### src/rtl/npu_pkg.sv
// Shared types and register map for the NPU host interface.
// Included by the host slave and its testbench.
package npu_pkg;

  typedef enum logic [1:0] {
    IDLE    = 2'd0,
    LOADING = 2'd1,
    DONE    = 2'd2
  } host_state_t;

  localparam logic [1:0] ADDR_CTRL   = 2'd0;
  localparam logic [1:0] ADDR_DATA   = 2'd1;
  localparam logic [1:0] ADDR_STATUS = 2'd2;
  localparam logic [1:0] ADDR_COUNT  = 2'd3;

  localparam int CTRL_START = 0;
  localparam int CTRL_CLEAR = 1;

  localparam int STAT_FULL  = 16;
  localparam int STAT_EMPTY = 17;
  localparam int STAT_DONE  = 18;
  localparam int STAT_OVF   = 19;
  localparam int STAT_STATE = 20;

  // 224 image + 18816 conv + 16746 dense
  localparam int TOTAL_WORDS_DEF = 35786;

endpackage

### src/rtl/npu_host_if_fifo.sv
// Synchronous first-word-fall-through FIFO with flush and level output.
// Pushes while full and pops while empty are ignored.
module sync_fifo #(
  parameter int WIDTH = 32,
  parameter int DEPTH = 16,
  parameter int LVL_W = $clog2(DEPTH) + 1
) (
  input  logic             clk,
  input  logic             rst,
  input  logic             flush,
  input  logic             push,
  input  logic             pop,
  input  logic [WIDTH-1:0] din,
  output logic [WIDTH-1:0] dout,
  output logic             full,
  output logic             empty,
  output logic [LVL_W-1:0] level
);

  localparam int AW = $clog2(DEPTH);

  logic [WIDTH-1:0] mem_q [DEPTH];
  logic [AW-1:0]    wr_ptr_q, wr_ptr_d;
  logic [AW-1:0]    rd_ptr_q, rd_ptr_d;
  logic [LVL_W-1:0] level_q, level_d;
  logic             do_push, do_pop;

  assign full    = (level_q == LVL_W'(DEPTH));
  assign empty   = (level_q == '0);
  assign level   = level_q;
  assign dout    = mem_q[rd_ptr_q];
  assign do_push = push & ~full;
  assign do_pop  = pop & ~empty;

  always_comb begin
    wr_ptr_d = wr_ptr_q;
    rd_ptr_d = rd_ptr_q;
    level_d  = level_q;
    if (flush) begin
      wr_ptr_d = '0;
      rd_ptr_d = '0;
      level_d  = '0;
    end else begin
      if (do_push) wr_ptr_d = wr_ptr_q + AW'(1);
      if (do_pop)  rd_ptr_d = rd_ptr_q + AW'(1);
      level_d = level_q + LVL_W'(do_push) - LVL_W'(do_pop);
    end
  end

  always_ff @(posedge clk or posedge rst) begin
    if (rst) begin
      wr_ptr_q <= '0;
      rd_ptr_q <= '0;
      level_q  <= '0;
    end else begin
      wr_ptr_q <= wr_ptr_d;
      rd_ptr_q <= rd_ptr_d;
      level_q  <= level_d;
    end
  end

  // Storage needs no reset; the level gates every read of it.
  always_ff @(posedge clk) begin
    if (do_push && !flush) mem_q[wr_ptr_q] <= din;
  end

endmodule

### src/rtl/npu_host_if.sv
// Avalon-MM slave feeding host DATA words to the NPU loader through a FIFO.
// Tracks delivered words and raises done once the full payload is streamed.
module npu_host_if
  import npu_pkg::*;
#(
  parameter int FIFO_DEPTH  = 16,
  parameter int TOTAL_WORDS = TOTAL_WORDS_DEF,
  parameter int CNT_W       = 16
) (
  input  logic        clk,
  input  logic        reset,
  input  logic        chipselect,
  input  logic        write,
  input  logic        read,
  input  logic [1:0]  address,
  input  logic [31:0] writedata,
  output logic [31:0] readdata,
  output logic        waitrequest,
  output logic [31:0] control_reg,
  output logic [31:0] out_data,
  output logic        out_valid,
  input  logic        out_ready,
  output logic        done
);

  localparam int LVL_W = $clog2(FIFO_DEPTH) + 1;
  localparam logic [CNT_W-1:0] TOTAL = CNT_W'(TOTAL_WORDS);
  localparam logic [CNT_W-1:0] LAST  = CNT_W'(TOTAL_WORDS - 1);

  host_state_t      state_q, state_d;
  logic [31:0]      control_q, control_d;
  logic [31:0]      readdata_q, readdata_d;
  logic [CNT_W-1:0] count_q, count_d;
  logic             ovf_q, ovf_d;
  logic             done_q, done_d;

  logic             ctrl_wr, data_wr, rd_en;
  logic             clear, start, drop;
  logic             push, pop;
  logic             fifo_full, fifo_empty;
  logic [LVL_W-1:0] fifo_level;
  logic [31:0]      status;

  assign ctrl_wr = chipselect & write & (address == ADDR_CTRL);
  assign data_wr = chipselect & write & (address == ADDR_DATA);
  assign rd_en   = chipselect & read;
  assign clear   = ctrl_wr & writedata[CTRL_CLEAR];
  assign start   = ctrl_wr & writedata[CTRL_START];

  // DONE swallows data writes rather than stalling a host nobody drains.
  assign drop        = data_wr & (state_q == DONE);
  assign push        = data_wr & ~fifo_full & (state_q != DONE);
  assign waitrequest = data_wr & fifo_full & (state_q != DONE);
  assign out_valid   = (state_q == LOADING) & ~fifo_empty;
  assign pop         = out_valid & out_ready;

  sync_fifo #(
    .WIDTH (32),
    .DEPTH (FIFO_DEPTH),
    .LVL_W (LVL_W)
  ) u_fifo (
    .clk   (clk),
    .rst   (reset),
    .flush (clear),
    .push  (push),
    .pop   (pop),
    .din   (writedata),
    .dout  (out_data),
    .full  (fifo_full),
    .empty (fifo_empty),
    .level (fifo_level)
  );

  always_comb begin
    status = '0;
    status[CNT_W-1:0]      = CNT_W'(fifo_level);
    status[STAT_FULL]      = fifo_full;
    status[STAT_EMPTY]     = fifo_empty;
    status[STAT_DONE]      = done_q;
    status[STAT_OVF]       = ovf_q;
    status[STAT_STATE +: 2] = state_q;
  end

  always_comb begin
    control_d = control_q;
    control_d[CTRL_CLEAR] = 1'b0;
    if (ctrl_wr) control_d = writedata;

    count_d = count_q;
    if (pop && count_q != TOTAL) count_d = count_q + CNT_W'(1);

    ovf_d   = ovf_q | drop;
    state_d = state_q;
    unique case (state_q)
      IDLE:    if (start) state_d = LOADING;
      LOADING: if (pop && count_q == LAST) state_d = DONE;
      DONE:    if (ctrl_wr && !writedata[CTRL_START]) state_d = IDLE;
      default: state_d = IDLE;
    endcase

    if (clear) begin
      state_d = IDLE;
      count_d = '0;
      ovf_d   = 1'b0;
    end
    done_d = (state_d == DONE);

    readdata_d = readdata_q;
    if (rd_en) begin
      unique case (address)
        ADDR_CTRL:   readdata_d = control_q;
        ADDR_DATA:   readdata_d = '0;
        ADDR_STATUS: readdata_d = status;
        ADDR_COUNT:  readdata_d = 32'(count_q);
      endcase
    end
  end

  always_ff @(posedge clk or posedge reset) begin
    if (reset) begin
      state_q    <= IDLE;
      control_q  <= '0;
      readdata_q <= '0;
      count_q    <= '0;
      ovf_q      <= 1'b0;
      done_q     <= 1'b0;
    end else begin
      state_q    <= state_d;
      control_q  <= control_d;
      readdata_q <= readdata_d;
      count_q    <= count_d;
      ovf_q      <= ovf_d;
      done_q     <= done_d;
    end
  end

  assign readdata    = readdata_q;
  assign control_reg = control_q;
  assign done        = done_q;

endmodule

### config.mk
export PLATFORM = sky130hd
export DESIGN_NAME = npu_host_if
export DESIGN_NICKNAME = d
export VERILOG_FILES = /design/src/rtl/npu_pkg.sv /design/src/rtl/npu_host_if_fifo.sv /design/src/rtl/npu_host_if.sv
export SDC_FILE = /design/constraint.sdc
export NUM_CORES = 1
export LEC_CHECK = 0
export ABC_CLOCK_PERIOD_IN_PS = 4000
export BUFFER_PORTS_ARGS = -buffer_cell sky130_fd_sc_hd__buf_4
export CORE_MARGIN = 2
export CORE_UTILIZATION = 35
export CTS_CLUSTER_DIAMETER = 40
export DETAILED_ROUTE_END_ITERATION = 16
export GPL_ROUTABILITY_DRIVEN = 0
export GPL_TIMING_DRIVEN = 0
export SLEW_MARGIN = 20
export SYNTH_ARGS = -nofsm -noshare
export SYNTH_HDL_FRONTEND = slang
export SYNTH_SLANG_ARGS = --single-unit
### constraint.sdc
create_clock -name clk -period 4 [get_ports clk]
set_input_delay 0.2 -clock clk [delete_from_list [all_inputs] [get_ports clk]]
set_output_delay 0.2 -clock clk [all_outputs]
set_load 0.1 [all_outputs]
# Word-level counts from Yosys, hierarchy flattened
# Memories as Yosys holds them, arrays and structs flattened.
# Index checks and enable logic that the tools add are counted.
# Widths: inputs -> output; s select.
# totals
mem_bits_rw	512
mem_bits_ro	0
regBits	97
n_memories	1
latchBits	0
inputBits	40
# mem_list
name	depth	width	rd	rd_ports_with_merged_regs	write_ports	line_no	rtl
u_fifo.mem_q	16	32	1	0	1	npu_host_if_fifo.sv:22	logic [WIDTH-1:0] mem_q [DEPTH];
# op_classes
addsub	5
eq_ne	10
n_shift	0
div_mod_pow	0
order_cmp	0
n_mul	0
bitwise	18
muxes	17
reduce_logical	12
# ops
operator	count
$pmux 32 s4	1
$mux 16	2
$add 16x1->16 const B	1
$eq 16x16->1 const B	1
$mux 4	4
$ne 16x16->1 const B	1
$and 1x1->1	15
$mux 2	5
$add 4x1->4 const B	2
$eq 2x2->1 const B	4
$pmux 2 s3	1
$reduce_bool 2->1	3
$add 5x1->5	1
$eq 5x5->1 const B	1
$logic_not 5->1	1
$mux 5	1
$sub 5x1->5	1
$eq 2x1->1 const B	2
$logic_and 1x1->1	4
$logic_not 2->1	2
$mux 1	3
$logic_not 1->1	2
$ne 2x2->1 const B	1
$not 1->1	2
$or 1x1->1	1

# Longest topological paths before layout
# depth
word_depth	9
depth_mapped	14

# Cells and area by module
# Synthesis repeated with hierarchy kept, for this count alone.
# hier_totals
hier_cells	1351
hier_area_um2	24094.4
# modules_own_cells
mod	seq_area_each_um2	cells_per_inst	n_inst	area_each_um2
sync_fifo	15700.1	1032	1	20425.8
npu_host_if	2102.0	319	1	3668.5

# Least setup slack after synthesis
# OpenSTA, ideal clock, no wires.
# synth_timing
kind	register to register
start	register u_fifo.level_q[2], in the netlist u_fifo.level[2]
end	memory u_fifo.mem_q[0][0] (enable)
t_arrival_ns	3.509
setup_slack_ns	0.030
stages_incl_launch_ff	8
setup_ns	0.461
period_less_slack_ns	3.970
path_buffers	1
required_ns	3.539
path_cell_list	dfrtp_1 > inv_1 > ha_1 > nand4bb_1 > and3_1 > clkbuf_1 > nand2_1 > nor3_1
# synth_via
elab_chain_len	8
# synth_lines
item	line_no	rtl
start, declared	npu_host_if_fifo.sv:25	logic [LVL_W-1:0] level_q, level_d;
start signal, assigned	npu_host_if_fifo.sv:58	level_q <= level_d;
$eq 5x5->1 *	npu_host_if_fifo.sv:28	assign full = (level_q == LVL_W'(DEPTH));
$not 1->1 *	npu_host_if_fifo.sv:32, npu_host_if.sv:52	
$and 1x1->1 (2 in series)	npu_host_if.sv:52	assign push = data_wr & ~fifo_full & (state_q != DONE);
$and 1x1->1 *	npu_host_if_fifo.sv:32	assign do_push = push & ~full;
$logic_and 1x1->1 *	npu_host_if_fifo.sv:64	if (do_push && !flush) mem_q[wr_ptr_q] <= din;
$mux 1 *	npu_host_if_fifo.sv:64	
$mux 1 (not written as such) *	npu_host_if_fifo.sv:64	
end, declared	npu_host_if_fifo.sv:22	
# Every way passes the cells marked *; elsewhere a longest branch is shown, timed or not.

# Worst setup path in the final report
# layout_timing
start	register u_fifo.rd_ptr_q[1]
end	output out_data[30]
# layout_via
elab_chain_len	1
# layout_lines
item	line_no	rtl
start, declared	npu_host_if_fifo.sv:24	logic [AW-1:0] rd_ptr_q, rd_ptr_d;
start signal, assigned	npu_host_if_fifo.sv:57	rd_ptr_q <= rd_ptr_d;
$mem_v2 16x32	-	
end, declared	npu_host_if.sv:20	output logic [31:0] out_data,
# No other way between the ends.

==> results by group <==
Clock tree
  – Root buffer cell: clkbuf_16
  – CTS Hold Bufs: 33
  – Postcts setup bufs: 0
  – CTS tree: built
  – CTS buffer count: between 70 and 80
  – Post-CTS Resized: 0
  – Clock Pin Slew Worst Setup and Hold Paths: about 0.070 ns
  – Clock latency on the worst-skew pair: approximately 0.63 ns
  – Max clock buf depth: 3
  – Clock tree sinks: about 610
  – H-Tree Depth: 3

Route
  – Final antenna-violating net count: 0
  – Detailed Route WL: 59.5 mm
  – Routed len/inst: 24.4 um
  – Via count: ~13000
  – Remaining DRCs: 0
  – Drt initial violations: roughly 1100
  – Drt via density: approximately 5.2
  – DR pass1 iterations: 5

Worst setup path
  – Worst-path fanout max: 10
  – WS Path Type: flop to output pin
  – Critical Path End Type: output pin
  – Worst path arrival time: 3.61 ns
  – Slowest CP cell: clkbuf_1
  – CP required: approximately 3.8 ns
  – CP delay by family, top: buffers and inverters
  – Buf+Inv Stages, Crit Path: 3
  – Crit-path cells: clkbuf_1 -> clkbuf_1 -> mux4_2 -> mux4_2 -> buf_4
  – Startpoint types: flop
  – CP max stage delay: between 0.7 and 0.8 ns

Finish
  – Final nets: approximately 1600
  – Fill cells: 5809
  – Layout Utilization: roughly 44%
  – Area growth syn-to-layout: 24.8%
  – Commonest non-fill, non-tap cell in the layout: edfxtp_1
  – Layout Cells excl Fill: 2436
  – # diodes: 0
  – Number of flip-flops in the largest register: roughly 510
  – Layout cells sized above 1: between 30% and 40%
  – Most frequent cells in the layout: edfxtp_1 (512), mux4_2 (160), buf_4 (158)

STA
  – Final worst clock skew: roughly 0.037 ns
  – Final min period: roughly 3.8 ns
  – Worst slew pin tran: 1.09 ns
  – Final Max Slew Viols: 0
  – RSZ-0062 raised after global routing: false
  – Slew HR: between 20% and 30%
  – Setup ws final: around 0.19 ns
  – Max Clk Rate: ~260 MHz
  – Count of final setup violators: 0
  – Fin crit share: between 90% and 100%
  – Final hold vios: 0

Global route
  – First-pass GRT wire length: between 80 and 90 mm
  – GRT Residual Overflow: 0
  – Total Routing Usage GR: between 10% and 20%
  – Vias in the first global route: 13200
  – Initial antenna violation count: 0
  – Largest net degree at the start of global routing: 73

Synthesis
  – Adder-Cell Fraction of Synth Area: 0.821%
  – Largest family of logic cells by synthesized area: multiplexers
  – Post-Synthesis Cells: about 1200
  – Syn_nets: 1261
  – Dominant cells by area after synthesis: edfxtp_1 (65%), mux4_2 (15%), dfrtp_1 (10%)
  – Ys async rst share: ~16%
  – Seq cells post-synth: between 600 and 700
  – Number of flops mapped to enable cells by yosys: slightly above 500
  – Main synth FF type: edfxtp_1
  – Syn_area_per_cell: roughly 20 um2
  – Synth Area in Simple Gates: ~4.7%
  – Post-synth top area share: between 60% and 70%
  – Yosys cell types: 53
  – Register area share after synthesis: roughly three quarters
  – Post-synthesis mux area share: between 10% and 20%
  – Synth Area in XOR/XNOR: less than 1%
  – Synthesized area: 0.0238 mm2
  – Compound-Gate Fraction of Synth Area: under 10%
  – Total number of yosys warnings: 0
  – Area leader, netlist: edfxtp_1

Run
  – Count of max-cap constraint violations: 0

Outcome
  – Status: completed

Die
  – Initial Util: about 35%
  – Die H: between 200 and 300 um
  – Die area: ~0.07 mm2
  – Die span in x: roughly 260 um
  – I/O pins: between 100 and 150
  – Site row count: 95
  – Core area: 0.0673 mm2

Power and ir drop
  – Pleak: between 0.01 and 0.015 uW
  – PD cells: about 730 mW/mm2
  – Maximum VDD drop: 389 uV

Placed design
  – Pre-CTS WS: ~0.47 ns
  – Input/output buffers: 137
  – Placed cells: 2262
  – DPL Wire Length: between 40 and 50 mm

Hold path
  – Hold Path Class: input port to async pin
==> report_power, final <==
| part | internal [uW] | leakage [uW] | switching, uW |
|---|---|---|---|
| logic | 2470 | 0.00324 | 5320 |
| registers | 7120 | 0.00587 | 230 |
| clock network | 3910 | 0.00119 | 2750 |
| total | 13500 | 0.0103 | 8290 |
==> Yosys cell counts, drive strengths merged, types with 4 or more instances <==
library cell and n:
or4 8, nor3 10, edfxtp 512, nand2 136, nand3 12, dfrtp 97, buf 23, inv 18
ha 14, xnor2 5, o31ai 7, or4b 4, nand4 5, xor2 4, and3 5, and2 4
mux2i 6, nor2 25, clkbuf 38, o21ai 32, mux4 160, a21oi 20, a22oi 16, a22o 11
==> final cells by class <==
cell class / instances / area, um2 / area share, %
tap: 873 / 1090 / 3.68
timing repair buffer: 216 / 2200 / 7.40
inverter: 19 / 76.3 / 0.257
clock buffer: 88 / 1990 / 6.70
clock inverter: 53 / 494 / 1.67
buffer: 61 / 254 / 0.856
sequential: 609 / 17800 / 60.0
multi-input combinational: 517 / 5780 / 19.5
==> stage by stage <==
stage	area (um2)	total power, uW	hold slack, ns	setup TNS [ns]
2_1_floorplan	23800	13300	0.299	0
3_3_place_gp	25900	15300	0.469	-717.26
3_5_place_dp	26900	15400	0.184	0
4_1_cts	29700	22100	0.0884	0
5_1_grt	29700	22600	0.135	0
6_report	29700	21800	0.111	0
==> per-layer routing <==
layer / wire (um) / global-route usage (%)
met1: 26300 / 24.2
met2: 28900 / 28.2
met3: 3280 / 2.95
met4: 1090 / 4.83
met5: 0 / 0
==> path summary, 6_finish.rpt <==
check	from	endpoint	slack, ns	cells past startpoint
hold reg to reg	readdata[14]	readdata[14]	0.50	2
min in group clk	address[0]	readdata[15]	0.12	4
setup reg to reg	u_fifo.level[3]	u_fifo.level[4]	0.45	14
hold / removal	reset	control_reg[21]	0.11	3
setup / recovery	u_fifo.rd_ptr_q[1]	out_data[30]	0.19	5
max in group asynchronous	reset	count_q[6]	3.21	4
==> kinds of logic (layout without fill, tap and decap cells) <==
group                      after synthesis  count (layout)
buffers and inverters                   80             437
adders and majority gates               15              15
muxes                                  168             168
DFF                                    609             609
AOI/OAI and AO/OA                       92              92
and+or+nand+nor                        233             233
xor gates and xnor gates                 9               9
==> worst min-delay path: cells and delay by family <==
family / cells / cell delay, ns
buffers and inverters: 3 / 0.89
Power figures use the tool's default switching activity.
